## config.mk

```make
export PLATFORM = sky130hd
export DESIGN_NAME = decode_ctrl_pipe
export DESIGN_NICKNAME = d
export VERILOG_FILES = /design/src/rtl/decode_ctrl_pipe.sv
export SDC_FILE = /design/constraint.sdc
export NUM_CORES = 1
export LEC_CHECK = 0
export CORE_MARGIN = 2
export CORE_UTILIZATION = 45
export CTS_CLUSTER_DIAMETER = 30
export DETAILED_ROUTE_END_ITERATION = 10
export PLACE_DENSITY_LB_ADDON = 0.25
export SLEW_MARGIN = 20
export SYNTH_ARGS = -nofsm -noshare
export SYNTH_HDL_FRONTEND = slang
export SYNTH_SLANG_ARGS = --single-unit
```

## constraint.sdc

```tcl
create_clock -name clk -period 1.99 [get_ports clk]
set_input_delay 0.2985 -clock clk [delete_from_list [all_inputs] [get_ports clk]]
set_output_delay 0.2985 -clock clk [all_outputs]
set_load 0.05 [all_outputs]
```

## src/rtl/decode_ctrl_pipe.sv

```systemverilog
// decode_ctrl_pipe: decodes instructions into EX/WB control with stall/flush, forwarding, GPIO CSR window and instret.
// Define RV32M_EN to decode MUL/MULH/MULHU; otherwise those encodings are illegal.
module decode_ctrl_pipe #(
    parameter int NUM_IO = 3,
    parameter logic [NUM_IO-1:0] IN_MASK = 3'b011,
    parameter int CNT_W = 32,
    localparam int RW = NUM_IO > 1 ? $clog2(NUM_IO) : 1
) (
    input  logic              clk,
    input  logic              rst_n,
    input  logic [31:0]       instr,
    input  logic              valid_in,
    input  logic              stall,
    input  logic              flush,
    output logic              valid_EX,
    output logic [3:0]        aluop_EX,
    output logic              alusrc_EX,
    output logic [1:0]        regsel_EX,
    output logic              regwrite_EX,
    output logic [4:0]        rd_EX,
    output logic [NUM_IO-1:0] gpio_we_EX,
    output logic [RW-1:0]     gpio_rsel_EX,
    output logic              illegal_EX,
    output logic              regwrite_WB,
    output logic [4:0]        rd_WB,
    output logic [1:0]        regsel_WB,
    output logic              fwd_a,
    output logic              fwd_b,
    output logic [CNT_W-1:0]  instret
);
    logic [6:0] op, f7;
    logic [2:0] f3;
    logic [4:0] rd;
    logic [11:0] csr;
    logic [3:0] idx;
    logic [15:0] mask16;
    logic live, in_win, r_ok, i_ok;
    logic [3:0] r_op, i_op;
    logic d_illegal, d_alusrc, d_wr;
    logic [3:0] d_aluop;
    logic [1:0] d_regsel;
    logic [4:0] d_rd;
    logic [NUM_IO-1:0] d_we;
    logic [RW-1:0] d_rsel;
    assign op = instr[6:0];
    assign rd = instr[11:7];
    assign f3 = instr[14:12];
    assign f7 = instr[31:25];
    assign csr = instr[31:20];
    assign idx = csr[3:0];
    assign mask16 = 16'(IN_MASK);
    assign in_win = csr[11:8] == 4'hF && 32'(csr[7:0]) < NUM_IO;
    // flush shares the bubble path with valid_in=0
    assign live = valid_in && !flush;
    always_comb begin
        r_ok = 1'b1;
        r_op = 4'b0000;
        case ({f7, f3})
            {7'h00, 3'b000}: r_op = 4'b0011;
            {7'h20, 3'b000}: r_op = 4'b0100;
            {7'h00, 3'b001}: r_op = 4'b1000;
            {7'h00, 3'b010}: r_op = 4'b1100;
            {7'h00, 3'b011}: r_op = 4'b1101;
            {7'h00, 3'b100}: r_op = 4'b0010;
            {7'h00, 3'b101}: r_op = 4'b1001;
            {7'h20, 3'b101}: r_op = 4'b1010;
            {7'h00, 3'b110}: r_op = 4'b0001;
            {7'h00, 3'b111}: r_op = 4'b0000;
`ifdef RV32M_EN
            {7'h01, 3'b000}: r_op = 4'b0101;
            {7'h01, 3'b001}: r_op = 4'b0110;
            {7'h01, 3'b011}: r_op = 4'b0111;
`endif
            default: r_ok = 1'b0;
        endcase
    end
    always_comb begin
        i_ok = 1'b1;
        i_op = 4'b0000;
        case (f3)
            3'b000: i_op = 4'b0011;
            3'b100: i_op = 4'b0010;
            3'b110: i_op = 4'b0001;
            3'b111: i_op = 4'b0000;
            3'b001: begin i_op = 4'b1000; i_ok = f7 == 7'h00; end
            3'b101: begin i_op = f7 == 7'h20 ? 4'b1010 : 4'b1001; i_ok = f7 == 7'h00 || f7 == 7'h20; end
            default: i_ok = 1'b0;
        endcase
    end
    always_comb begin
        d_illegal = 1'b0;
        d_aluop = 4'b0000;
        d_alusrc = 1'b0;
        d_regsel = 2'b00;
        d_wr = 1'b0;
        d_we = '0;
        d_rsel = '0;
        if (live) begin
            if (op == 7'h33 && r_ok) begin
                d_aluop = r_op;
                d_regsel = 2'b10;
                d_wr = 1'b1;
            end else if (op == 7'h13 && i_ok) begin
                d_aluop = i_op;
                d_alusrc = 1'b1;
                d_regsel = 2'b10;
                d_wr = 1'b1;
            end else if (op == 7'h37) begin
                d_regsel = 2'b01;
                d_wr = 1'b1;
            end else if (op == 7'h73 && f3 == 3'b001 && in_win) begin
                if (mask16[idx]) begin
                    d_wr = 1'b1;
                    d_rsel = RW'(idx);
                end else d_we = NUM_IO'(1) << idx;
            end else d_illegal = 1'b1;
        end
        d_wr = d_wr && rd != 5'd0;
        d_rd = d_wr ? rd : 5'd0;
    end
    always_ff @(posedge clk or negedge rst_n) begin
        if (!rst_n) begin
            valid_EX <= 1'b0;
            aluop_EX <= '0;
            alusrc_EX <= 1'b0;
            regsel_EX <= '0;
            regwrite_EX <= 1'b0;
            rd_EX <= '0;
            gpio_we_EX <= '0;
            gpio_rsel_EX <= '0;
            illegal_EX <= 1'b0;
            regwrite_WB <= 1'b0;
            rd_WB <= '0;
            regsel_WB <= '0;
            instret <= '0;
        end else begin
            if (flush || !stall) begin
                valid_EX <= live;
                aluop_EX <= d_aluop;
                alusrc_EX <= d_alusrc;
                regsel_EX <= d_regsel;
                regwrite_EX <= d_wr;
                rd_EX <= d_rd;
                gpio_we_EX <= d_we;
                gpio_rsel_EX <= d_rsel;
                illegal_EX <= d_illegal;
            end
            regwrite_WB <= !stall && valid_EX && regwrite_EX;
            rd_WB <= stall ? 5'd0 : rd_EX;
            regsel_WB <= stall ? 2'b00 : regsel_EX;
            if (valid_EX && !illegal_EX && !stall) instret <= instret + CNT_W'(1);
        end
    end
    assign fwd_a = regwrite_EX && valid_EX && rd_EX != 5'd0 && rd_EX == instr[19:15];
    assign fwd_b = regwrite_EX && valid_EX && rd_EX != 5'd0 && rd_EX == instr[24:20];
endmodule

```

==> results of run 1 <==
-- worst max-delay path, stage by stage (launching register included) --
cell      delay (ns)
dfrtp_2         0.41
or4_4           0.53
o211ai_1        0.29
buf_4           0.18
nor4_4          0.04
buf_12          0.15
-- synthesized netlist by cell type (2+ instances only) --
library cell   n
nand2b_1       3
a22o_1         4
or2_2          2
nand4b_1       3
and2_1         4
nand3_1       17
clkbuf_1       4
buf_2          2
a32o_1         3
inv_1          2
nor3_1         7
o211ai_1       2
o21ai_0        4
nand4_1        6
xor2_1        14
nor3_2         2
and3_1         3
nor2_1        11
nor2b_1        8
or4_1          2
o21ai_1        5
or3_1          6
xnor2_1       28
dfrtp_1       60
and4_1         3
a21oi_1        4
nor4_1         3
a2bb2oi_1      2
nand2_1       26
-- placed cells by master, fill, tap and decap left out, drive strengths merged, types with 9 or more instances in the layout --
| cell type | n |
|---|---|
| nand3 | 17 |
| xnor2 | 28 |
| clkbuf | 11 |
| o21ai | 9 |
| dfrtp | 60 |
| clkdlybuf4s50 | 92 |
| nor2 | 11 |
| buf | 48 |
| xor2 | 14 |
| nor3 | 9 |
| nand2 | 26 |
-- layer usage --
layer,vias to the layer above,global-route usage (%),wire [um]
met1,1208,25.1,3000
met3,10,3.58,289
met5,-,0,0
li1,1233,-,-
met4,0,11.2,141
met2,72,36.8,3720
-- sequential cells by signal, summed over array words and instances, names as in the netlist --
register and cells:
instret 32, rd_EX 5, rd_WB 5, aluop_EX 4, gpio_we_EX 3, gpio_rsel_EX 2
regsel_EX 2, regsel_WB 2, alusrc_EX 1, illegal_EX 1, regwrite_EX 1, regwrite_WB 1
valid_EX 1
-- path summary, 6_finish.rpt --
kind | startpoint | end | slack (ns)
setup / recovery | rd_EX[0] | fwd_b | -0.24
hold / removal | rst_n | instret[16] | 0.46
setup reg to reg | illegal_EX | instret[23] | 0.11
hold reg to reg | instret[31] | instret[31] | 0.48
max in group asynchronous | rst_n | illegal_EX | 0.84
min in group clk | instret[31] | instret[31] | 0.48
-- power by group through the flow --
stage / clock, mW / combinational, mW / sequential [mW]
floorplan: 0 / 0.117 / 1.48
global placement: 0 / 0.503 / 1.34
detailed placement: 0 / 0.514 / 1.35
CTS: 1.07 / 0.515 / 1.32
global route: 1.13 / 0.551 / 1.33
finish: 1.05 / 0.512 / 1.32
-- timing repair --
| action | in CTS | in global routing |
|---|---|---|
| hold endpoints to repair | 22 | 0 |
| hold buffers | 1 | 0 |
| pin swaps | 1 | 5 |
| endpoints found under the setup margin | 2 | 12 |
| buffers inserted | 1 | 0 |
| resized for setup | 2 | 4 |
-- final cells by class --
cell class              count  share of cell area [%]
repair buffers            143                    29.7
clock buffers              11                    2.94
well taps                  75                    2.10
clock inverters             5                    1.18
inverters                   2                   0.168
multi-input cells         192                    30.0
flip-flops and latches     60                    33.9
-- cells by family after synthesis --
group                    Yosys count  synth area share (%)
AND/OR/NAND/NOR                  114                  22.7
flip-flops                        60                  53.1
XOR/XNOR                          42                  13.0
AO/OA/AOI/OAI                     33                  8.41
buffers and inverters              9                  1.55
multiplexers                       2                 0.753
adder cells (fa/ha/maj)            1                 0.443
-- through the flow --
step / utilization [%] / cells
after floorplan: - / 261
after global placement: 70.8 / 470
after detailed placement: 70.8 / 470
after CTS: 74.2 / 488
after global routing: 74.5 / 488
final: 74.5 / 488
==> results_dict.tcl, run 1 <==
set metrics [dict create \
    slew_headroom_pct 64.5 \
    timing.setup.tns_ns -0.487 \
    first_global_vias 2556 \
    dpl_cell_area_um2 4240 \
    global_route.overflow_total 0 \
    netlist_area_um2 2830 \
    power_leakage_nw 1.98 \
    worst-path-max-fanout 2 \
    finalMaxSlewViolations 0 \
    n_antenna_cell 0 \
    ant_nets 0 \
    insertion_delay_ns 0.34 \
    register_area_um2 1520 \
    drc 0 \
    multi_input_comb_area_um2 1340 \
    post_drt_via_cell_ratio 5.17 \
    worst-endpoint-arrival_ns 1.94 \
    clock_tree_from_tritoncts "yes" \
    clk_transition_reported_paths_ns 0.07 \
    ir_worst_vdd_mv 0.554 \
    grt_pass1_wl_mm 11.7 \
    final.fill_count 448 \
    ff2ff_path_depth 5 \
    p_sw_share_pct 28.5 \
    syn-instance-count 261 \
    tightest_slew_ns 0.530 \
    p_per_area_nw_per_um2 647 \
    run_status "finished with violations" \
    required_ns 1.69 \
    clock_tree.root_cell "clkbuf_8" \
    switchingPower_mw 0.823 \
    setup_violation_total_in_the_final_timing_report 2 \
    minimum_clock_period_ns 2.23 \
    gp_routability_congestion 0.847 \
    yosysSeqAreaShare_pct 53.1 \
    die_y_um 83.2 \
    wire_per_inst_um 14.6 \
    power.sequential.fraction_pct 45.8 \
    worstSetupStartpointType "flop" \
    period_share_pct 112 \
    die_width_um 83.2 \
    mappedNetlistNets 299 \
    die_area_um2 6930 \
    hpwl_mm 5.49 \
    placement.setup.worst_slack_ns -0.293 \
    clock_power_share_pct 36.4 \
    ys_top_cells_by_area "dfrtp_1, xnor2_1, xor2_1" \
    numClockSinks 60 \
    clk_path_buf_depth 2 \
    num_io_pins 99 \
    synth_seq_cells 60 \
    core_um2 5990 \
    crit_path_end_kind "primary output" \
    max_freq_mhz 448 \
    post-route-worst-setup-slack_ns -0.244 \
    syn_area_per_cell_um2 10.8 \
    comb_power_share_pct 17.7 \
    place.port_buffers 98 \
    grt_start_max_net_pins 25 \
    number_of_nets_in_the_layout 446 \
    fin_area_um2 4470 \
    failed_checks "negative setup slack" \
    htree_levels 3 \
    drt-total-wl_mm 7.15 \
    globalRouteTotalUtil_pct 21.2 \
    synth_enable_flop_cells 0 \
    internal_power_mw 2.07 \
    max-cap-violations 0 \
    core.rowCount 28 \
    rsz_0062_raised_after_global_routing "true" \
    synthesis.yosys.warnings 0 \
    final.hold.worst_slack_ns 0.457 \
    detailedRoute.firstPassIterationCount 4 \
    async_flop_share_pct 100 \
    finalHoldViolCount 0 \
    synth_cell_type_count 50 \
    start_util_pct 47.2 \
    final.setup_skew_ns 0.0108 \
    report.power.total_mw 2.89 \
    synth_largest_type_area_fraction_pct 53.1 \
    areaGrowthSynthToFinish_pct 58.1 \
    worstHoldPathType "in2async" \
    tritoncts.num_buffers 9 \
    routed-via-count 2523 \
    iteration_0_drc_markers 68 \
    antenna_found_initial 0 \
    synth-main-ff-cell "dfrtp_1" \
    drive_above_1_share_pct 21.1 \
    yosys.area.top_type "dfrtp_1" \
    worst-setup-path-type "reg2out" \
]
(Power assumes the default switching activity.)
==> inputs of run 2 (changes only) <==
Settings changed: CORE_MARGIN 2 to 4.
==> run 2 against run 1 <==
Against the previous run:
- the flow still finishes with violations (negative setup slack)
- die area increased by 9.8%
- setup slack worse by 0.018 ns
- total power rose by 5.1%
- highest routed layer unchanged
- maximum frequency shrank 0.82%
- critical endpoint is now fwd_a
- core utilization rose by 0.73 points
- critical path type unchanged
- clock power grew 13%
- combinational power about the same
- clock-buffer cell count fell by 1
- register-to-register slack better by 0.03 ns
- global-route usage shrank 0.29 points
==> results_dict.tcl, run 2 (same netlist as run 1, synthesis figures left out) <==
set metrics [dict create \
    run_status "finished with violations" \
    failed_checks "negative setup slack" \
    worstHoldPathType "in2async" \
    core.rowCount 28 \
    globalRouteTotalUtil_pct 20.9 \
    grt_pass1_wl_mm 12.4 \
    worst-path-max-fanout 2 \
    finalMaxSlewViolations 0 \
    ir_worst_vdd_mv 0.529 \
    minimum_clock_period_ns 2.25 \
    mostFrequentLayoutCell "clkdlybuf4s50_1" \
    largest_stage_delay_on_the_critical_path_ns 0.53 \
    finish.utilization_pct 75.3 \
    final.fill_count 418 \
    post-route-worst-setup-slack_ns -0.262 \
    internal_power_mw 2.20 \
    drive_above_1_share_pct 21.2 \
    multi_input_comb_area_um2 1370 \
    first_global_vias 2672 \
    tightest_slew_ns 0.542 \
    layout_top_registers "instret (32), rd_EX (5), rd_WB (5)" \
    clock_power_share_pct 39.4 \
    register_area_um2 1520 \
    num_io_pins 99 \
    gp_routability_congestion 0.848 \
    ant_nets 0 \
    required_ns 1.69 \
    slew_headroom_pct 63.8 \
    htree_levels 3 \
    clk_transition_reported_paths_ns 0.07 \
    die_width_um 87.2 \
    hpwl_mm 5.70 \
    worstSetupStartpointType "flop" \
    clock_tree.root_cell "clkbuf_8" \
    crit_path_end_kind "primary output" \
    rsz_0062_raised_after_global_routing "true" \
    tritoncts.num_buffers 9 \
    global_route.overflow_total 0 \
    routed-via-count 2532 \
    place.port_buffers 98 \
    p_per_area_nw_per_um2 673 \
    layout.cells.non_filler 485 \
    drc 0 \
    worst-endpoint-arrival_ns 1.95 \
    die_y_um 87.2 \
    final.hold.worst_slack_ns 0.470 \
    power.sequential.fraction_pct 43.8 \
    comb_power_share_pct 16.9 \
    fin_area_um2 4510 \
    top_register "instret" \
    cp_slowest_cell "or4_4" \
    start_util_pct 47.2 \
    iteration_0_drc_markers 109 \
    wirelength_met1_mm 2.89 \
    power_leakage_nw 2.03 \
    largest_register_ffs 32 \
    clock_tree_from_tritoncts "yes" \
    insertion_delay_ns 0.34 \
    period_share_pct 113 \
    p_sw_share_pct 27.6 \
    antenna_found_initial 0 \
    n_antenna_cell 0 \
    areaGrowthSynthToFinish_pct 59.6 \
    placement.setup.worst_slack_ns -0.293 \
    cp_num_buf_inv 2 \
    dpl_cell_area_um2 4230 \
    grt_start_max_net_pins 25 \
    post_drt_via_cell_ratio 5.22 \
    dr_wl_met3_um 392 \
    die_area_um2 7610 \
    numClockSinks 60 \
    detailedRoute.firstPassIterationCount 5 \
    drt-total-wl_mm 7.34 \
    switchingPower_mw 0.836 \
    worstPathCellList "or4_4, o211ai_1, buf_4, nor4_4, buf_6" \
    clk_path_buf_depth 2 \
    most-common-layout-cells "clkdlybuf4s50_1, dfrtp_1, buf_4" \
    worst-setup-path-type "reg2out" \
    final.setup_skew_ns 0.00843 \
    max-cap-violations 0 \
    core_um2 5990 \
    dp_cells 468 \
    number_of_nets_in_the_layout 443 \
    max_freq_mhz 444 \
    detailroute.wirelength.met2_mm 3.94 \
    finalHoldViolCount 0 \
    wire_per_inst_um 15.1 \
    critical_path.top_delay_family "simple AND/OR/NAND/NOR gates" \
    top_layer "met4" \
    setup_violation_total_in_the_final_timing_report 2 \
]
[run 2: changes by cell type in the layout (fill, tap and decap cells not counted), sizes merged]
| cell | before | now |
|---|---|---|
| buf | 48 | 45 |
| clkdlybuf4s50 | 92 | 90 |
| dlymetal6s2s | 1 | 3 |
| bufinv | 1 | 2 |
| clkbuf | 11 | 10 |
| clkinv | 3 | 2 |
| clkinvlp | 1 | 2 |
[run 2: area by class of cell]
type	instances	share of cell area, %
Inverter	2	0.166
Clock buffer	10	2.83
Timing Repair Buffer	140	29.0
Multi-Input combinational cell	192	30.3
Clock inverter	6	1.97
Tap cell	75	2.08
Sequential cell	60	33.6
[run 2: what timing repair did]
action,4_1_cts,5_1_grt
setup endpoints to repair,2,18
pin swaps,4,5
hold buffers,1,0
endpoints found under the hold margin,22,0
resized for setup,3,9
setup buffers,0,0
cloned,0,0
[run 2: power by group through the flow]
stage / Sequential (mW) / Combinational (mW) / Clock (mW)
final: 1.33 / 0.512 / 1.19
after global routing: 1.34 / 0.553 / 1.28
after CTS: 1.32 / 0.514 / 1.21
after detailed placement: 1.35 / 0.511 / 0
after global placement: 1.34 / 0.504 / 0
after floorplan: 1.48 / 0.117 / 0
[run 2: metrics by stage]
step                      setup TNS (ns)  power [mW]
final                             -0.521        3.03
after global routing              -0.704        3.17
after CTS                         -0.534        3.05
after detailed placement           -6.14        1.86
after global placement             -4.82        1.85
after floorplan                        0        1.59
[run 2: metal layers]
layer | vias up | global-route usage (%)
met5 | - | 0
met4 | 0 | 7.81
met3 | 9 | 5.01
met2 | 77 | 38.2
met1 | 1217 | 23.4
li1 | 1229 | -
[run 2: path summary, 6_finish.rpt]
check                      cells after the start   startpoint           to  slack [ns]
setup reg to reg                               5   illegal_EX  instret[28]        0.14
hold / removal                                 2        rst_n  instret[16]        0.47
setup / recovery                               5     rd_EX[0]        fwd_a       -0.26
hold reg to reg                                1  instret[31]  instret[31]        0.47
min in group clk                               1  instret[31]  instret[31]        0.47
max in group asynchronous                      3        rst_n  instret[26]        0.83
==> inputs of run 3 (changes only) <==
Settings changed: CORE_ASPECT_RATIO from default to 1.2.
==> run 3 against run 2 <==
Against the previous run:
- the flow still finishes with violations (negative setup slack)
- wire length down 4.4%
- final cell count rose by 2.5%
- non-clock buffer count is 5 higher
- final area grew 0.53%
- worst hold slack worse by 0.15 ns
- sequential share of layout area down 0.18 points
- critical endpoint is now fwd_b
- highest routed layer unchanged
==> results_dict.tcl, run 3 (same netlist as run 1, synthesis figures left out) <==
set metrics [dict create \
    iteration_0_drc_markers 118 \
    max_freq_mhz 482 \
    drc 0 \
    finalHoldViolCount 0 \
    finalMaxSlewViolations 0 \
    grt_pass1_wl_mm 11.5 \
    place.port_buffers 98 \
    areaGrowthSynthToFinish_pct 60.5 \
    clk_transition_reported_paths_ns 0.07 \
    dpl_cell_area_um2 4290 \
    first_global_vias 2536 \
    hpwl_mm 5.61 \
    reg2reg_slack_ns 0.16 \
    regToRegStartpoint "illegal_EX" \
    die_y_um 94.8 \
    crit_path_start "rd_EX[2]" \
    post_drt_via_cell_ratio 5.10 \
    ir_worst_vdd_mv 0.346 \
    ant_nets 0 \
    fin_area_um2 4530 \
    power_leakage_nw 2.01 \
    final.hold.worst_slack_ns 0.322 \
    insertion_delay_ns 0.33 \
    number_of_nets_in_the_layout 448 \
    clk_path_buf_depth 2 \
    top_register "instret" \
    globalRouteTotalUtil_pct 19.5 \
    period_share_pct 104 \
    cp_slowest_cell "or4_1" \
    minimum_clock_period_ns 2.08 \
    wirelength_met1_mm 2.76 \
    drt-total-wl_mm 7.02 \
    worst-endpoint-arrival_ns 1.78 \
    core_um2 6050 \
    largest_stage_delay_on_the_critical_path_ns 0.51 \
    grt_start_max_net_pins 34 \
    dr_wl_met3_um 452 \
    htree_levels 3 \
    crit_path_end_kind "primary output" \
    mostFrequentLayoutCell "clkdlybuf4s50_1" \
    antenna_found_initial 0 \
    final.setup_skew_ns 0.00983 \
    global_route.overflow_total 0 \
    start_util_pct 46.7 \
    top_layer "met4" \
    die_area_um2 7610 \
    worst-setup-path-type "reg2out" \
    rsz_0062_raised_after_global_routing "true" \
    slew_headroom_pct 64.0 \
    worstHoldPathType "in2async" \
    worstPathCellList "or4_1, o211ai_1, buf_4, nor4_4, buf_12" \
    final.fill_count 449 \
    p_per_area_nw_per_um2 668 \
    numClockSinks 60 \
    most-common-layout-cells "clkdlybuf4s50_1, dfrtp_1, buf_4" \
    clock_tree.root_cell "clkbuf_8" \
    drive_above_1_share_pct 21.7 \
    wire_per_inst_um 14.1 \
    post-route-worst-setup-slack_ns -0.0856 \
    tritoncts.num_buffers 9 \
    r2r-end "instret[28]" \
    n_antenna_cell 0 \
    routed-via-count 2537 \
    layout_top_registers "instret (32), rd_EX (5), rd_WB (5)" \
    detailedRoute.firstPassIterationCount 4 \
    detailroute.wirelength.met2_mm 3.68 \
    tightest_slew_ns 0.538 \
    run_status "finished with violations" \
    largest_register_ffs 32 \
    num_io_pins 99 \
    postCtsSetupBuffers 0 \
    setup_violation_total_in_the_final_timing_report 2 \
    die_width_um 80.3 \
    core.rowCount 31 \
    ff2ff_path_depth 5 \
    worstSetupStartpointType "flop" \
    failed_checks "negative setup slack" \
    max-cap-violations 0 \
    required_ns 1.69 \
    gp_routability_congestion 0.849 \
    clock_tree_from_tritoncts "yes" \
    worst-path-max-fanout 2 \
]
-- run 3: layer usage --
metal / GRT usage [%] / up-vias
li1: - / 1236
met1: 21.7 / 1212
met2: 34.5 / 79
met3: 5.25 / 10
met4: 8.59 / 0
met5: 0 / -
-- run 3: stage by stage --
stage / setup WS [ns] / setup TNS [ns] / total power [mW] / cells / utilization (%)
floorplan: 0.000568 / 0 / 1.59 / 261 / -
global placement: -0.236 / -4.75 / 1.86 / 480 / 70.8
detailed placement: -0.290 / -5.34 / 1.87 / 480 / 70.8
CTS: -0.112 / -0.217 / 3.06 / 497 / 74.6
global route: -0.178 / -0.350 / 3.17 / 497 / 74.9
finish: -0.0856 / -0.168 / 3.03 / 497 / 74.9
-- run 3: cell type report --
type,count,area (um2),area share [%]
Multi-Input combinational cell,192,1340,29.6
Clock buffer,9,124,2.73
Timing Repair Buffer,145,1350,29.8
Sequential cell,60,1520,33.4
Tap cell,82,103,2.26
Inverter,2,7.51,0.166
Clock inverter,7,91.3,2.01
-- run 3: worst max-delay path: cells and delay by family, from the launching register on --
family | cells | cell delay, ns
compound gates | 1 | 0.16
buf+inv | 2 | 0.32
flops | 1 | 0.40
simple gates | 2 | 0.57
-- run 3: how the worst max path moves through the flow --
| stage | cells after the start | slack (ns) | endpoint |
|---|---|---|---|
| 2_1_floorplan | 5 | 0.0006 | instret[23] |
| 3_3_place_gp | 7 | -0.24 | rd_EX[3] |
| 3_5_place_dp | 6 | -0.29 | gpio_we_EX[2] |
| 4_1_cts | 5 | -0.11 | fwd_b |
| 5_1_grt | 5 | -0.18 | fwd_b |
| 6_report | 5 | -0.09 | fwd_b |
-- run 3: power by group --
| part | switching, mW | total (mW) | internal [mW] |
|---|---|---|---|
| clock | 0.485 | 1.18 | 0.700 |
| combinational | 0.285 | 0.518 | 0.234 |
| sequential | 0.0567 | 1.32 | 1.27 |
| total | 0.826 | 3.03 | 2.20 |
-- run 3: repair_timing --
| item | in CTS | in global routing |
|---|---|---|
| pin swaps | 0 | 3 |
| hold endpoints to repair | 36 | 0 |
| setup endpoints to repair | 2 | 6 |
| gates resized for setup | 1 | 3 |
| hold buffers | 1 | 0 |
==> patch 1 (settings of run 1) <==
Set the parameter `NUM_IO` to 2 (it was 3).
--- a/src/rtl/decode_ctrl_pipe.sv
+++ b/src/rtl/decode_ctrl_pipe.sv
@@ -2,5 +2,5 @@
 // Define RV32M_EN to decode MUL/MULH/MULHU; otherwise those encodings are illegal.
 module decode_ctrl_pipe #(
-    parameter int NUM_IO = 3,
+    parameter int NUM_IO = 2,
     parameter logic [NUM_IO-1:0] IN_MASK = 3'b011,
     parameter int CNT_W = 32,
Interface: changed (resized gpio_rsel_EX and gpio_we_EX); port bits go from 99 to 97. The function was not compared with the original's and may differ.
==> patch 1 against run 1 <==
The run still ends with negative setup slack left. Worst setup slack better by 98 ps. Total power shrank 0.20%. Register-to-register slack better by 50 ps. Synthesized area increased by 1.0%. Synthesized cell count increased by 5.0%. Largest cell class unchanged. Cell area shrank 1.8%. Sequential share of layout area decreased by 0.34 points. Wire length is 1.7% lower. Sequential cell count shrank 2. Maximum frequency increased by 4.6%.
==> patch 1: results (changes against run 1) <==
Area contributors post-synth dfrtp_1 51%, xnor2_1 8.0%, nand2_1 5.3%, xor2_1 4.9%, o21ai_0 2.5%; P_leak 1.942 nW (-2.0%); CP max stage cell or4_4; failing checks negative setup slack; class of the worst hold path in2async; final setup fails 2 (unchanged); GRT met3 Usage 6.726% (+3.1 points); post-synthesis cell type count 48 (-4.0%); worst-margin pin slew 553.9 ps (+23.82 ps); CTS max path bufs 2 (unchanged); grt ovf 0 (unchanged); Commonest cells post-synth 58 x dfrtp_1, 40 x nand2_1, 26 x xnor2_1; Yosys warning total 0 (unchanged); Tot GR Track Use 21.63% (+0.42 points); Worst Reg2Reg Path Length in Cells 5 (unchanged); first-pass GRT wire length 12.14 mm (+3.4%); met2 Resource Use GR 37.45% (+0.65 points); fillers 483 (+7.8%); Top Registers instret x32, rd_EX x5, rd_WB x5; routed wire length 7.025 mm (-1.7%); DP Area 0.004149 mm² (-2.2%); vias in the first global route 2611 (+2.2%); share of cells above drive strength 1 21.03% (-0.038 points); IO buf count 96 (-2.0%); sequential share of the synthesized area 50.85% (-2.3 points); Post-Syn Nets 312 (+4.3%); beginning of the critical path rd_EX[2]; 1st-pass router iterations 4 (unchanged); Data arrival, critical path 1840 ps (-100 ps); nets 442 (-0.90%); antenna diode count 0 (unchanged); status finished with violations; crit-path leading delay family simple AND/OR/NAND/NOR gates; antenna violations before repair 0 (unchanged); Worst Clk Skew 7.131 ps (-3.634 ps); ys async rst share 100.0% (unchanged); pin count of the biggest net entering global routing 36 (+44%); Num CTS Buffers 9 (unchanged); violation count after the first detailed-route iteration 104 (+53%); clk_lat worst skew 340 ps (about the same); IR drop worst, VDD 0.0004689 V (-15%); Setup WS pre-CTS -187.9 ps (+105.3 ps); PD cells 657.4 mW/mm² (+1.6%); Clk pin slew, worst setup/hold paths 60 ps; routing usage on met1 24.64% (-0.44 points); GP Congestion 0.9153 (+8.0%); Vias/cell 5.247 (+1.5%); H-tree lvl count 3 (unchanged); final worst slack -145.1 ps (+98.48 ps); Crit Path Max Fanout 2 (unchanged); Root Driver clkbuf_8; Worst path max stage delay 520 ps; Detail Placement HPWL 5.259 mm (-4.2%); Reg-to-Reg Start illegal_EX
patch 1: logic make-up after synthesis:
family	synth area share, %
AND/OR/NAND/NOR	25.78
flip-flops	50.85
XOR/XNOR	13.46
AO/OA/AOI/OAI	6.795
buffers and inverters	1.885
multiplexers	0.7891
adder cells (fa/ha/maj)	0.4383
patch 1: routing by layer:
layer	wire, µm	vias up
met5	0	-
met4	162	0
met3	419	16
met2	3656	81
met1	2787	1239
li1	-	1214
patch 1: area by class of cell:
| cell class | instances | area share [%] |
|---|---|---|
| inverter | 4 | 0.3425 |
| multi-input combinational | 204 | 31.54 |
| tap | 77 | 2.197 |
| clock inverter | 2 | 0.7991 |
| timing repair buffer | 127 | 27.83 |
| sequential | 58 | 33.59 |
| clock buffer | 14 | 3.710 |
patch 1: final timing paths:
kind                       slack [ps]           to
max                              -150        fwd_b
min                               480  instret[15]
max reg2reg                       160  instret[22]
min reg2reg                       490  instret[18]
max in group asynchronous         910     rd_EX[0]
min in group clk                  490  instret[18]
patch 1: per-stage QoR:
step	TNS [ps]	cells
detailed placement	-2153	467
CTS	-331.2	486
global route	-495.7	486
floorplan	0	274
global placement	-1279	467
finish	-282.3	486
patch 1: power breakdown:
group | switching (mW) | internal [mW] | total (mW) | leakage [nW]
Combinational | 0.282 | 0.219 | 0.502 | 1.07
Sequential | 0.0644 | 1.23 | 1.29 | 0.767
Clock | 0.444 | 0.646 | 1.09 | 0.101
Total | 0.791 | 2.09 | 2.88 | 1.94
patch 1: repair_timing:
action | CTS | global route
endpoints found under the setup margin | 3 | 4
hold buffers | 1 | 0
hold endpoints to repair | 23 | 0
gates resized for setup | 3 | 4
pin swaps | 4 | 2
gates cloned | 0 | 0
setup buffers | 2 | 0
==> patch 2 (flow settings as in run 1) <==
Without the edit above. Reset style: synchronous (`rst_n`), changed in one clocked block.
--- a/src/rtl/decode_ctrl_pipe.sv
+++ b/src/rtl/decode_ctrl_pipe.sv
@@ -119,5 +119,5 @@
         d_rd = d_wr ? rd : 5'd0;
     end
-    always_ff @(posedge clk or negedge rst_n) begin
+    always_ff @(posedge clk) begin
         if (!rst_n) begin
             valid_EX <= 1'b0;
Behaviour: differs if rst_n is asserted again (counterexample within 4 cycles, from zero or initial values and one cycle with rst_n low); with rst_n held inactive, the same outputs for 10 cycles.
==> patch 2 against run 1 <==
The run still ends with negative setup slack left. Synthesized area increased by 4.3%. Non-clock buffer count decreased by 10. Wire length increased by 1.9%. Worst setup slack improved by 220 ps. Sequential cell count unchanged. Utilization decreased by 3.7 points. Cell area increased by 0.76%. First-iteration DRC count increased by 56%. Critical path type unchanged.
Power is not compared: it rests on default switching activity, and its combinational part moved more than twofold at a synthesized area within 25%.
==> patch 2: results (changes against run 1) <==
Worst path max stage delay 510 ps (-20 ps); met2 Resource Use GR 34.86% (-1.9 points); Fin Setup TNS -47.90 ps (+439.0 ps); routing usage on met1 27.02% (+1.9 points); reg2reg setup slack 230 ps (+120 ps); Detail Placement HPWL 5.518 mm (+0.47%); failing checks negative setup slack; beginning of the critical path rd_EX[1]; routed wire length 7.283 mm (+1.9%); final std cells w/o fill 529 (+8.4%); final worst slack -24.70 ps (+218.9 ps); Setup WS pre-CTS -171.5 ps (+121.7 ps); Commonest cells post-synth 60 x dfxtp_1, 33 x nand2_1, 28 x and2_1; class of the worst hold path reg2reg; CTS max path bufs 2 (unchanged); 1st-pass router iterations 4 (unchanged); min-delay src gpio_rsel_EX[0]; Syn Area/Cell 9.291 µm² (-14%); fillers 502 (+12%); Worst Clk Skew 3.517 ps (-7.248 ps); Seq cells 60 (unchanged); multi-input gates 239 (+24%); Hold Crit Depth 1; Placed Cells incl. Taps 510 (+8.5%); Non-clk invs 5 (+3); Crit Path Max Fanout 2 (unchanged); vias in the first global route 2637 (+3.2%); first-pass GRT wire length 12.34 mm (+5.1%); CP max stage cell or4_4; Tot GR Track Use 21.07% (-0.14 points); Multi-input gate area 0.001713 mm² (+28%); post-synthesis cell type count 48 (-4.0%); antenna violations before repair 0 (unchanged); share of cells above drive strength 1 16.81% (-4.3 points); violation count after the first detailed-route iteration 106 (+56%); worst-margin pin slew 545.0 ps (+14.92 ps); nets 486 (+9.0%); Vias/cell 5.174 (about the same); Reg-to-Reg Start instret[6]; GP Congestion 0.8613 (+1.7%); final setup fails 2 (unchanged); status finished with violations; sequential share of the synthesized area 40.78% (-12 points); Post-Syn Nets 355 (+19%); reg2reg end instret[26]; sequential share of cell area 27.20% (-6.7 points); Data arrival, critical path 1720 ps (-220 ps); ys async rst share 0% (-100 points); final-layout clock buffer total 13 (+2); clk cell area share 4.088% (-0.031 points); Non-clock buffering overhead 28.09% (-1.6 points); pin count of the biggest net entering global routing 33 (+32%); Area contributors post-synth dfxtp_1 41%, and2_1 5.9%, xnor2_1 5.1%, mux2i_1 4.8%, nand2_1 4.2%; Num CTS Buffers 9 (unchanged); Pins Over Slew Limit 0 (unchanged); GRT met3 Usage 5.934% (+2.4 points); H-tree lvl count 3 (unchanged); Signal buffers 133 (-7.0%)
[patch 2: cells by family after synthesis]
kind of cell / share of synthesized area, %
AOI/OAI and AO/OA: 8.412
xor gates and xnor gates: 9.218
adders and majority gates: 0.4247
buffers and inverters: 2.592
DFF: 40.78
muxes: 4.758
and+or+nand+nor: 33.81
[patch 2: repair_timing]
action,4_1_cts,5_1_grt
pin swaps,4,1
hold buffers,0,0
gates resized for setup,2,3
endpoints found under the setup margin,2,4
buffers inserted,2,2
[patch 2: power by group through the flow]
stage	clock network, mW	logic (mW)	registers [mW]
final	1.06	0.228	1.20
after global routing	1.14	0.247	1.20
after CTS	1.08	0.227	1.20
after detailed placement	0	0.226	1.23
after global placement	0	0.221	1.23
after floorplan	0	0.0918	1.24
[patch 2: how the worst max path moves through the flow]
stage | endpoint
floorplan | instret[25]
global placement | illegal_EX
detailed placement | rd_EX[2]
CTS | fwd_a
global route | fwd_b
finish | fwd_a
[patch 2: worst max-delay path: cells and delay by family, from the launching register on]
kind	cells	cell delay (ps)
AND/OR/NAND/NOR	2	550
flip-flops	1	340
buffers and inverters	2	320
AO/OA/AOI/OAI	1	170
[patch 2: per-layer routing]
layer | share of wire [%] | vias to the layer above
met5 | 0 | -
met3 | 4.7 | 9
li1 | - | 1372
met1 | 45 | 1292
met4 | 1.3 | 0
met2 | 49 | 64
[patch 2: through the flow]
step	cell area [µm²]	util [%]	hold slack, ps
2_1_floorplan	2990	-	453.3
3_3_place_gp	4263	67.13	451.0
3_5_place_dp	4263	67.13	461.5
4_1_cts	4467	70.34	476.7
5_1_grt	4499	70.86	504.7
6_report	4499	70.86	478.0
